### config.mk
export PLATFORM = sky130hd
export DESIGN_NAME = booth_mult_seq
export DESIGN_NICKNAME = d
export VERILOG_FILES = /design/src/rtl/booth_mult_seq.sv
export SDC_FILE = /design/constraint.sdc
export NUM_CORES = 1
export LEC_CHECK = 0
export ABC_CLOCK_PERIOD_IN_PS = 6100
export CORE_AREA = 4 4 105 157
export CTS_BUF_LIST = sky130_fd_sc_hd__clkbuf_16
export DETAILED_ROUTE_END_ITERATION = 12
export DIE_AREA = 0 0 109 161
export HOLD_SLACK_MARGIN = 0.08
export PLACE_DENSITY_LB_ADDON = 0.25
export SETUP_SLACK_MARGIN = 0.15
export SYNTH_ARGS = -nofsm -noshare
export SYNTH_HDL_FRONTEND = slang
export SYNTH_SLANG_ARGS = --single-unit
### constraint.sdc
create_clock -name clock -period 6.1 [get_ports clock]
set_clock_uncertainty 0.2 [all_clocks]
set_input_delay 1.83 -clock clock [delete_from_list [all_inputs] [get_ports clock]]
set_output_delay 1.83 -clock clock [all_outputs]
set_load 0.01 [all_outputs]
### src/rtl/booth_mult_seq.sv
// Sequential radix-2 Booth 32x32 signed multiplier.
// All datapath add/subtract goes through a 32-bit two-level carry-lookahead adder.

module booth_cla8 (
    input  logic [7:0] a,
    input  logic [7:0] b,
    input  logic       cin,
    output logic [7:0] sum,
    output logic       gg,
    output logic       pg
);
    logic [7:0] g, p, c;
    logic       pr;

    // Each carry is a flat sum of products of g/p terms, not a ripple chain.
    always_comb begin
        g    = a & b;
        p    = a ^ b;
        c    = '0;
        c[0] = cin;
        pr   = 1'b1;
        gg   = 1'b0;
        for (int i = 1; i < 8; i++) begin
            pr = 1'b1;
            for (int j = i - 1; j >= 0; j--) begin
                c[i] = c[i] | (g[j] & pr);
                pr   = pr & p[j];
            end
            c[i] = c[i] | (cin & pr);
        end
        pr = 1'b1;
        for (int j = 7; j >= 0; j--) begin
            gg = gg | (g[j] & pr);
            pr = pr & p[j];
        end
        pg  = &p;
        sum = p ^ c;
    end
endmodule

module booth_cla32 (
    input  logic [31:0] a,
    input  logic [31:0] b,
    input  logic        cin,
    output logic [31:0] sum,
    output logic        cout
);
    logic [3:0] gg, pg;
    logic [4:0] bc;
    logic       pr;

    genvar k;
    generate
        for (k = 0; k < 4; k++) begin : g_blk
            booth_cla8 u_blk (
                .a   (a[8*k +: 8]),
                .b   (b[8*k +: 8]),
                .cin (bc[k]),
                .sum (sum[8*k +: 8]),
                .gg  (gg[k]),
                .pg  (pg[k])
            );
        end
    endgenerate

    // Second-level lookahead across the four block G/P pairs.
    always_comb begin
        bc    = '0;
        bc[0] = cin;
        pr    = 1'b1;
        for (int i = 1; i <= 4; i++) begin
            pr = 1'b1;
            for (int j = i - 1; j >= 0; j--) begin
                bc[i] = bc[i] | (gg[j] & pr);
                pr    = pr & pg[j];
            end
            bc[i] = bc[i] | (cin & pr);
        end
        cout = bc[4];
    end
endmodule

module booth_mult_seq #(
    parameter int ITERS = 32
) (
    input  logic        clock,
    input  logic        reset,
    input  logic        ctrl_MULT,
    input  logic [31:0] data_operandA,
    input  logic [31:0] data_operandB,
    output logic [31:0] data_result,
    output logic        data_exception,
    output logic        data_resultRDY,
    output logic        busy
);
    typedef enum logic [1:0] {IDLE, RUN, DONE} state_t;

    state_t      state, state_nxt;
    logic [31:0] ac, q, m;
    logic        q_m1;
    logic [4:0]  counter;
    logic        last_iter;

    logic        use_add, do_sub, ovf, unused_cout;
    logic [31:0] opb, add_sum, sum, ac_nxt, q_nxt;
    logic        exc_nxt;

    assign last_iter   = (state == RUN) && (counter == 5'(ITERS - 1));
    assign data_result = q;

    always_comb begin
        state_nxt = state;
        case (state)
            IDLE:    state_nxt = IDLE;
            RUN:     if (last_iter) state_nxt = DONE;
            DONE:    state_nxt = IDLE;
            default: state_nxt = IDLE;
        endcase
        if (ctrl_MULT) state_nxt = RUN;
    end

    assign do_sub  = q[0] & ~q_m1;
    assign use_add = q[0] ^ q_m1;
    assign opb     = do_sub ? ~m : m;

    booth_cla32 u_add (
        .a    (ac),
        .b    (opb),
        .cin  (do_sub),
        .sum  (add_sum),
        .cout (unused_cout)
    );

    // Correcting the shifted-in sign with the overflow flag keeps M = 0x80000000 exact.
    always_comb begin
        sum     = use_add ? add_sum : ac;
        ovf     = use_add && (ac[31] == opb[31]) && (sum[31] != ac[31]);
        ac_nxt  = {sum[31] ^ ovf, sum[31:1]};
        q_nxt   = {sum[0], q[31:1]};
        exc_nxt = (ac_nxt != {32{q_nxt[31]}});
    end

    always_ff @(posedge clock) begin
        if (reset) begin
            state          <= IDLE;
            counter        <= '0;
            ac             <= '0;
            q              <= '0;
            q_m1           <= 1'b0;
            m              <= '0;
            data_exception <= 1'b0;
            data_resultRDY <= 1'b0;
            busy           <= 1'b0;
        end else begin
            state <= state_nxt;
            if (ctrl_MULT) begin
                m              <= data_operandA;
                q              <= data_operandB;
                ac             <= '0;
                q_m1           <= 1'b0;
                counter        <= '0;
                data_resultRDY <= 1'b0;
                data_exception <= 1'b0;
                busy           <= 1'b1;
            end else begin
                case (state)
                    RUN: begin
                        ac      <= ac_nxt;
                        q       <= q_nxt;
                        q_m1    <= q[0];
                        counter <= counter + 5'd1;
                        if (last_iter) begin
                            data_resultRDY <= 1'b1;
                            data_exception <= exc_nxt;
                            busy           <= 1'b0;
                        end
                    end
                    DONE:    data_resultRDY <= 1'b0;
                    default: ;
                endcase
            end
        end
    end
endmodule

Yosys cells after proc, flatten, opt, wreduce, memory -nomap -nowiden
Index checks and enable logic that the tools add are counted.
{"block": "totals", "reg_bits": 107, "latch_bits": 0, "ramBits": 0, "rom_bits": 0, "in_bits": 67, "memories": 0}
{"block": "op_classes", "add_sub_neg": 1, "mul": 0, "n_div": 0, "magnitude_cmp": 0, "n_eq_ne": 8, "shift": 0, "n_mux": 12, "n_bitwise": 401, "reduce_logical": 14}
{"op": "$and 1x1->1", "count": 245}
{"op": "$or 1x1->1", "count": 139}
{"op": "$mux 32", "count": 4}
{"op": "$xor 8x8->8", "count": 8}
{"op": "$ne 32x32->1", "count": 1}
{"op": "$not 32->32", "count": 1}
{"op": "$and 8x8->8", "count": 3}
{"op": "$reduce_and 8->1", "count": 3}
{"op": "$and 7x7->7", "count": 1}
{"op": "$mux 1", "count": 7}
{"op": "$reduce_and 2->1", "count": 3}
{"op": "$reduce_bool 2->1", "count": 3}
{"op": "$add 5x1->5 const B", "count": 1}
{"op": "$eq 5x5->1 const B", "count": 1}
{"op": "$logic_and 1x1->1", "count": 3}
{"op": "$ne 3x3->1 const B", "count": 1}
{"op": "$reduce_or 3->1", "count": 1}
{"op": "$eq 2x1->1 const B", "count": 1}
{"op": "$eq 2x2->1 const B", "count": 1}
{"op": "$ne 2x2->1 const B", "count": 1}
{"op": "$not 1->1", "count": 2}
{"op": "$pmux 1 s2", "count": 1}
{"op": "$reduce_or 2->1", "count": 1}
{"op": "$xor 1x1->1", "count": 2}
{"op": "other kinds (2)", "count": 2}

Longest topological paths before layout
{"block": "depth", "ltp_word": 24, "depth_mapped": 21}

Modules after synthesis
A second synthesis with hierarchy kept.
{"block": "hier_totals", "cells_unflattened": 782, "hier_area_um2": 6497.5}
{"mod": "booth_mult_seq", "instances": 1, "cells_each": 608, "area_per_inst_um2": 5016.1}
{"mod": "booth_cla8 at u_add.g_blk[1].u_blk ...", "instances": 2, "cells_each": 40, "area_per_inst_um2": 354.1}
{"mod": "booth_cla8 at u_add.g_blk[3].u_blk", "instances": 1, "cells_each": 44, "area_per_inst_um2": 371.6}
{"mod": "booth_cla8 at u_add.g_blk[0].u_blk", "instances": 1, "cells_each": 45, "area_per_inst_um2": 362.8}
{"mod": "booth_cla32", "instances": 1, "cells_each": 5, "area_per_inst_um2": 38.8}

Worst setup path before layout
No wires, ideal clock.
{"block": "synth_timing", "path_type": "flip-flop to flip-flop", "start": "register q[0] (netlist: data_result[0])", "end": "register data_exception", "setup_time_ns": 0.125, "arrival_time_ns": 4.858, "t_required_ns": 5.775, "setup_slack_ns": 0.917, "path_stages_with_launch": 20, "n_path_buf": 2, "period_less_slack_ns": 5.183, "cell_sequence": "dfxtp_1 > ha_1 > buf_2 > buf_1 > xor2_1 > ha_1 > a21oi_1 > or4b_4 > a311oi_4 > nor2_1 > o41a_1 > fa_1 > xor2_1 > nand2_1 > o21ai_0 > nand3_1 > or3_1 > a221o_1 > o41ai_2 > nand2_1"}
{"block": "synth_via", "elab_chain_cells": 23}
{"item": "start: declaration", "line": "99", "source": "logic [31:0] ac, q, m;"}
{"item": "start signal: assignment", "line": "158", "source": "q <= data_operandB;"}
{"item": "start signal: assignment", "line": "169", "source": "q <= q_nxt;"}
{"item": "$and 1x1->1", "line": "122", "source": "assign do_sub = q[0] & ~q_m1;"}
{"item": "$mux 32", "line": "124", "source": "assign opb = do_sub ? ~m : m;"}
{"item": "$and 8x8->8 or $xor 8x8->8 (tied branches)", "line": "17, 18"}
{"item": "$and 1x1->1 (on tied branches)", "line": "33, 34"}
{"item": "$or 1x1->1 (tied with other cells) (5 in series)", "line": "33", "source": "gg = gg | (g[j] & pr);"}
{"item": "$or 1x1->1 or $and 1x1->1 (tied branches)", "line": "33"}
{"item": "$or 1x1->1", "line": "33"}
{"item": "$and 1x1->1", "line": "74", "source": "bc[i] = bc[i] | (gg[j] & pr);"}
{"item": "[3 not listed]"}
{"item": "$and 1x1->1", "line": "29", "source": "c[i] = c[i] | (cin & pr);"}
{"item": "$or 1x1->1", "line": "29"}
{"item": "$xor 8x8->8", "line": "37", "source": "sum = p ^ c;"}
{"item": "$mux 32", "line": "136", "source": "sum = use_add ? add_sum : ac;"}
{"item": "$ne 1x1->1", "line": "137", "source": "ovf = use_add && (ac[31] == opb[31]) && (sum[31] != ac[31]);"}
{"item": "$logic_and 1x1->1", "line": "137"}
{"item": "$xor 1x1->1", "line": "138", "source": "ac_nxt = {sum[31] ^ ovf, sum[31:1]};"}
{"item": "$ne 32x32->1 *", "line": "140", "source": "exc_nxt = (ac_nxt != {32{q_nxt[31]}});"}
{"item": "end signal: assignment", "line": "174", "source": "data_exception <= exc_nxt;"}
{"item": "end: declaration", "line": "92", "source": "output logic data_exception,"}
Every way passes the cells marked *; elsewhere a longest branch is shown, timed or not.
A chain may end at the register's enable or synchronous reset.

Final worst setup path
Ends and elaborated chain as after synthesis.

==> flow_metrics.py <==
metrics = {
    "run_status": {
        "outcome": "finished clean",
    },
    "sta": {
        "period_needed_ps": 5360,
        "finalCritPeriodShare_pct": 87.8,
        "maxSlewViolCount": 0,
        "fin_tns_setup_ps": 0,
        "rsz0062_at_grt": "false",
        "finalHoldViolations": 0,
        "worst_pin_slew_ps": 982,
        "setup_viol": 0,
        "maxSlewHeadroom_pct": 34.3,
        "fmax_mhz": 187,
    },
    "synth": {
        "syn_nets": 936,
        "yosysMostFrequentCell": "nor2_1",
        "syn_inst": 832,
        "synthArstFlopShare_pct": 0,
        "synth_top_area_share_pct": 32.5,
        "ys_top_cells_by_count": "128 x nor2_1, 107 x dfxtp_1, 107 x nand2_1",
        "ys.flop_type": "dfxtp_1",
        "syn_area_per_cell_sq_um": 7.91,
        "synth_edf_count": 0,
        "synth_area_sq_um": 6580,
        "synth-seq-cells": 107,
        "synth-seq-area-share_pct": 32.5,
        "yosysTopAreaCell": "dfxtp_1",
        "synth_cell_type_count": 66,
        "ys_warn_count": 0,
        "synth.area.top_cells": "dfxtp_1 33%, nor2_1 7.3%, a21oi_1 7.1%",
    },
    "setup_path": {
        "endpoint": "data_exception$_SDFFE_PP0P_",
        "max_stage_delay_ps": 660,
        "cp.required_ps": 6140,
        "critical_path_class": "reg2reg",
        "crit_path_top_delay_cell": "ha_2",
        "critPathTopFamily": "compound AO/OA/AOI/OAI gates",
        "cp_max_fo": 25,
        "path_buf_inv": 0,
        "r2r-end": "data_exception$_SDFFE_PP0P_",
        "path_depth": 17,
        "cp-start-kind": "flip-flop",
        "path_cells": "ha_2 > xor2_1 > ha_1 > a21oi_1 > or4b_4 > a311oi_4 > nor2_1 > o41a_1 > fa_1 > xor2_1 > nand2_1 > o21ai_0 > nand3_1 > or3_1 > a221o_1 > o41ai_2 > nand2_1",
        "arrival_ps": 5400,
        "crit_start": "data_result[0]$_SDFFE_PP0N_",
        "crit_path_end_kind": "flip-flop",
        "rrSetupSlack_ps": 740,
        "reg2reg_depth": 17,
        "reg2reg_from": "data_result[0]$_SDFFE_PP0N_",
    },
    "routing": {
        "via_per_inst": 5.47,
        "num_vias": 6044,
        "drc": 0,
        "drt-initial-drc-count": 254,
        "dr.pass1.iters": 4,
        "ant_nets": 0,
        "wl_um": 17300,
        "avgRoutedWirePerCell_um": 15.6,
    },
    "placement": {
        "gp_congestion": 0.894,
        "dp_hpwl_um": 12100,
        "placed_area_sq_um": 7710,
        "port_buffers": 101,
    },
    "global_route": {
        "grt_max_degree": 67,
        "grt_pass1_vias": 6059,
        "antenna_found_initial": 0,
        "grt_pass1_wl_um": 29000,
        "grt.total_usage_pct": 20.3,
        "globalRouteOverflowTotal": 0,
    },
    "die": {
        "coreArea_sq_um": 15100,
        "initial_utilization_pct": 43.7,
        "die_y_um": 161,
        "ios": 102,
        "fp.dieW_um": 109,
        "rows": 55,
        "die_area_sq_um": 17500,
    },
    "run": {
        "cap_viol_max_count": 0,
    },
    "clocking": {
        "ctsResizeCount": 0,
        "cts_buffers": 9,
        "cts_hold_buf": 0,
        "cts_tree": "built",
        "clockBufferDepth": 2,
        "cts_root_buffer": "clkbuf_16",
        "h-tree-depth": 3,
        "cts_sinks": 107,
        "path_clk_slew_ps": 80,
        "postCtsSetupRepairBufs": 0,
        "clock_latency_ps": 360,
    },
    "power_and_ir_drop": {
        "vdd_drop_max_mv": 0.123,
        "power_leakage_nw": 3.26,
        "pwr_density_cell_nw_per_um2": 223,
    },
    "min_path": {
        "min_path_type": "reg2reg",
    },
    "layout": {
        "drive_gt1_share_pct": 4.75,
        "stdcell_area_sq_um": 8030,
        "area_growth_pct": 21.9,
        "postLayoutCoreUtil_pct": 53.3,
        "n_antenna_cell": 0,
        "final_nets": 1004,
    },
}
==> stage by stage <==
step / power, mW / cells / setup WS [ps] / hold slack, ps
after global routing: 1.88 / 1104 / 325 / 302
after floorplan: 1.04 / 832 / 917 / 236
final: 1.79 / 1104 / 741 / 261
after global placement: 1.17 / 1088 / 827 / 247
after CTS: 1.81 / 1104 / 719 / 264
after detailed placement: 1.18 / 1088 / 731 / 254
==> final cells by class <==
type                            count  area [sq um]
Multi-Input combinational cell    657          4190
Tap cell                          199           249
Sequential cell                   107          2140
Inverter                           16          60.1
Timing Repair Buffer              109          1060
Clock inverter                      7          92.6
Fill cell                        1473          7050
Clock buffer                        9           225
==> state kept, by name (all words and copies together) (netlist names) <==
name	count
data_resultRDY	1
state	2
q_m1	1
m	32
counter	5
data_result	32
ac	32
data_exception	1
busy	1
==> report_power, final <==
group | internal [mW] | switching (mW) | leakage [nW] | total (mW)
registers | 0.732 | 0.0274 | 0.878 | 0.759
clock network | 0.331 | 0.298 | 0.156 | 0.629
logic | 0.179 | 0.221 | 2.23 | 0.400
total | 1.24 | 0.546 | 3.26 | 1.79
==> cells by family (layout without fill, tap and decap cells) <==
logic type	count (synthesis)	in the layout	synth area share [%]
flip-flops	107	107	32.5
AND/OR/NAND/NOR	316	316	21.3
AO/OA/AOI/OAI	204	204	20.6
buffers and inverters	68	141	3.92
adder cells (fa/ha/maj)	37	37	7.38
multiplexers	45	45	6.88
XOR/XNOR	55	55	7.32
==> cell usage in the layout (no fill, tap or decap), types with 5 or more instances in the layout <==
| master | netlist | final |
|---|---|---|
| a211oi_1 | 23 | 23 |
| a21o_1 | 12 | 12 |
| a21oi_1 | 94 | 94 |
| a31oi_1 | 11 | 11 |
| and3_1 | 6 | 6 |
| buf_4 | 0 | 9 |
| clkbuf_16 | 0 | 9 |
| clkdlybuf4s50_1 | 0 | 99 |
| dfxtp_1 | 107 | 107 |
| ha_1 | 34 | 33 |
| inv_1 | 15 | 15 |
| mux2i_1 | 43 | 43 |
| nand2_1 | 107 | 107 |
| nand3_1 | 16 | 16 |
| nand4_1 | 7 | 7 |
| nor2_1 | 128 | 128 |
| nor3_1 | 16 | 16 |
| o211ai_1 | 5 | 5 |
| o21a_1 | 5 | 5 |
| o21ai_0 | 15 | 15 |
| or3_1 | 7 | 7 |
| or4_1 | 5 | 5 |
| xnor2_1 | 10 | 10 |
| xor2_1 | 45 | 45 |
==> metal layers <==
metal / vias up / track usage, % / share of wire [%]
met2: 148 / 34.9 / 50
met3: 29 / 5.60 / 6.9
met1: 2783 / 23.8 / 41
met5: - / 0 / 0
met4: 0 / 7.12 / 2.2
li1: 3084 / - / -
==> worst register-to-register path: cells and delay by family (launching register included) <==
kind            cells  cell delay [ps]
fa+ha+maj           3             1470
xor+xnor            2              310
simple gates        6             1320
flops               1              370
compound gates      6             1590
==> worst min-delay path by stage <==
stage	from	endpoint	slack (ps)	depth (start not counted)
CTS	counter[4]$_SDFFE_PP0P_	counter[4]$_SDFFE_PP0P_	260	2
global placement	counter[4]$_SDFFE_PP0P_	counter[4]$_SDFFE_PP0P_	250	2
global route	counter[4]$_SDFFE_PP0P_	counter[4]$_SDFFE_PP0P_	300	2
finish	q_m1$_SDFFE_PP0P_	q_m1$_SDFFE_PP0P_	260	2
detailed placement	counter[4]$_SDFFE_PP0P_	counter[4]$_SDFFE_PP0P_	250	2
floorplan	q_m1$_SDFFE_PP0P_	q_m1$_SDFFE_PP0P_	240	2
Power figures use the tool's default switching activity.
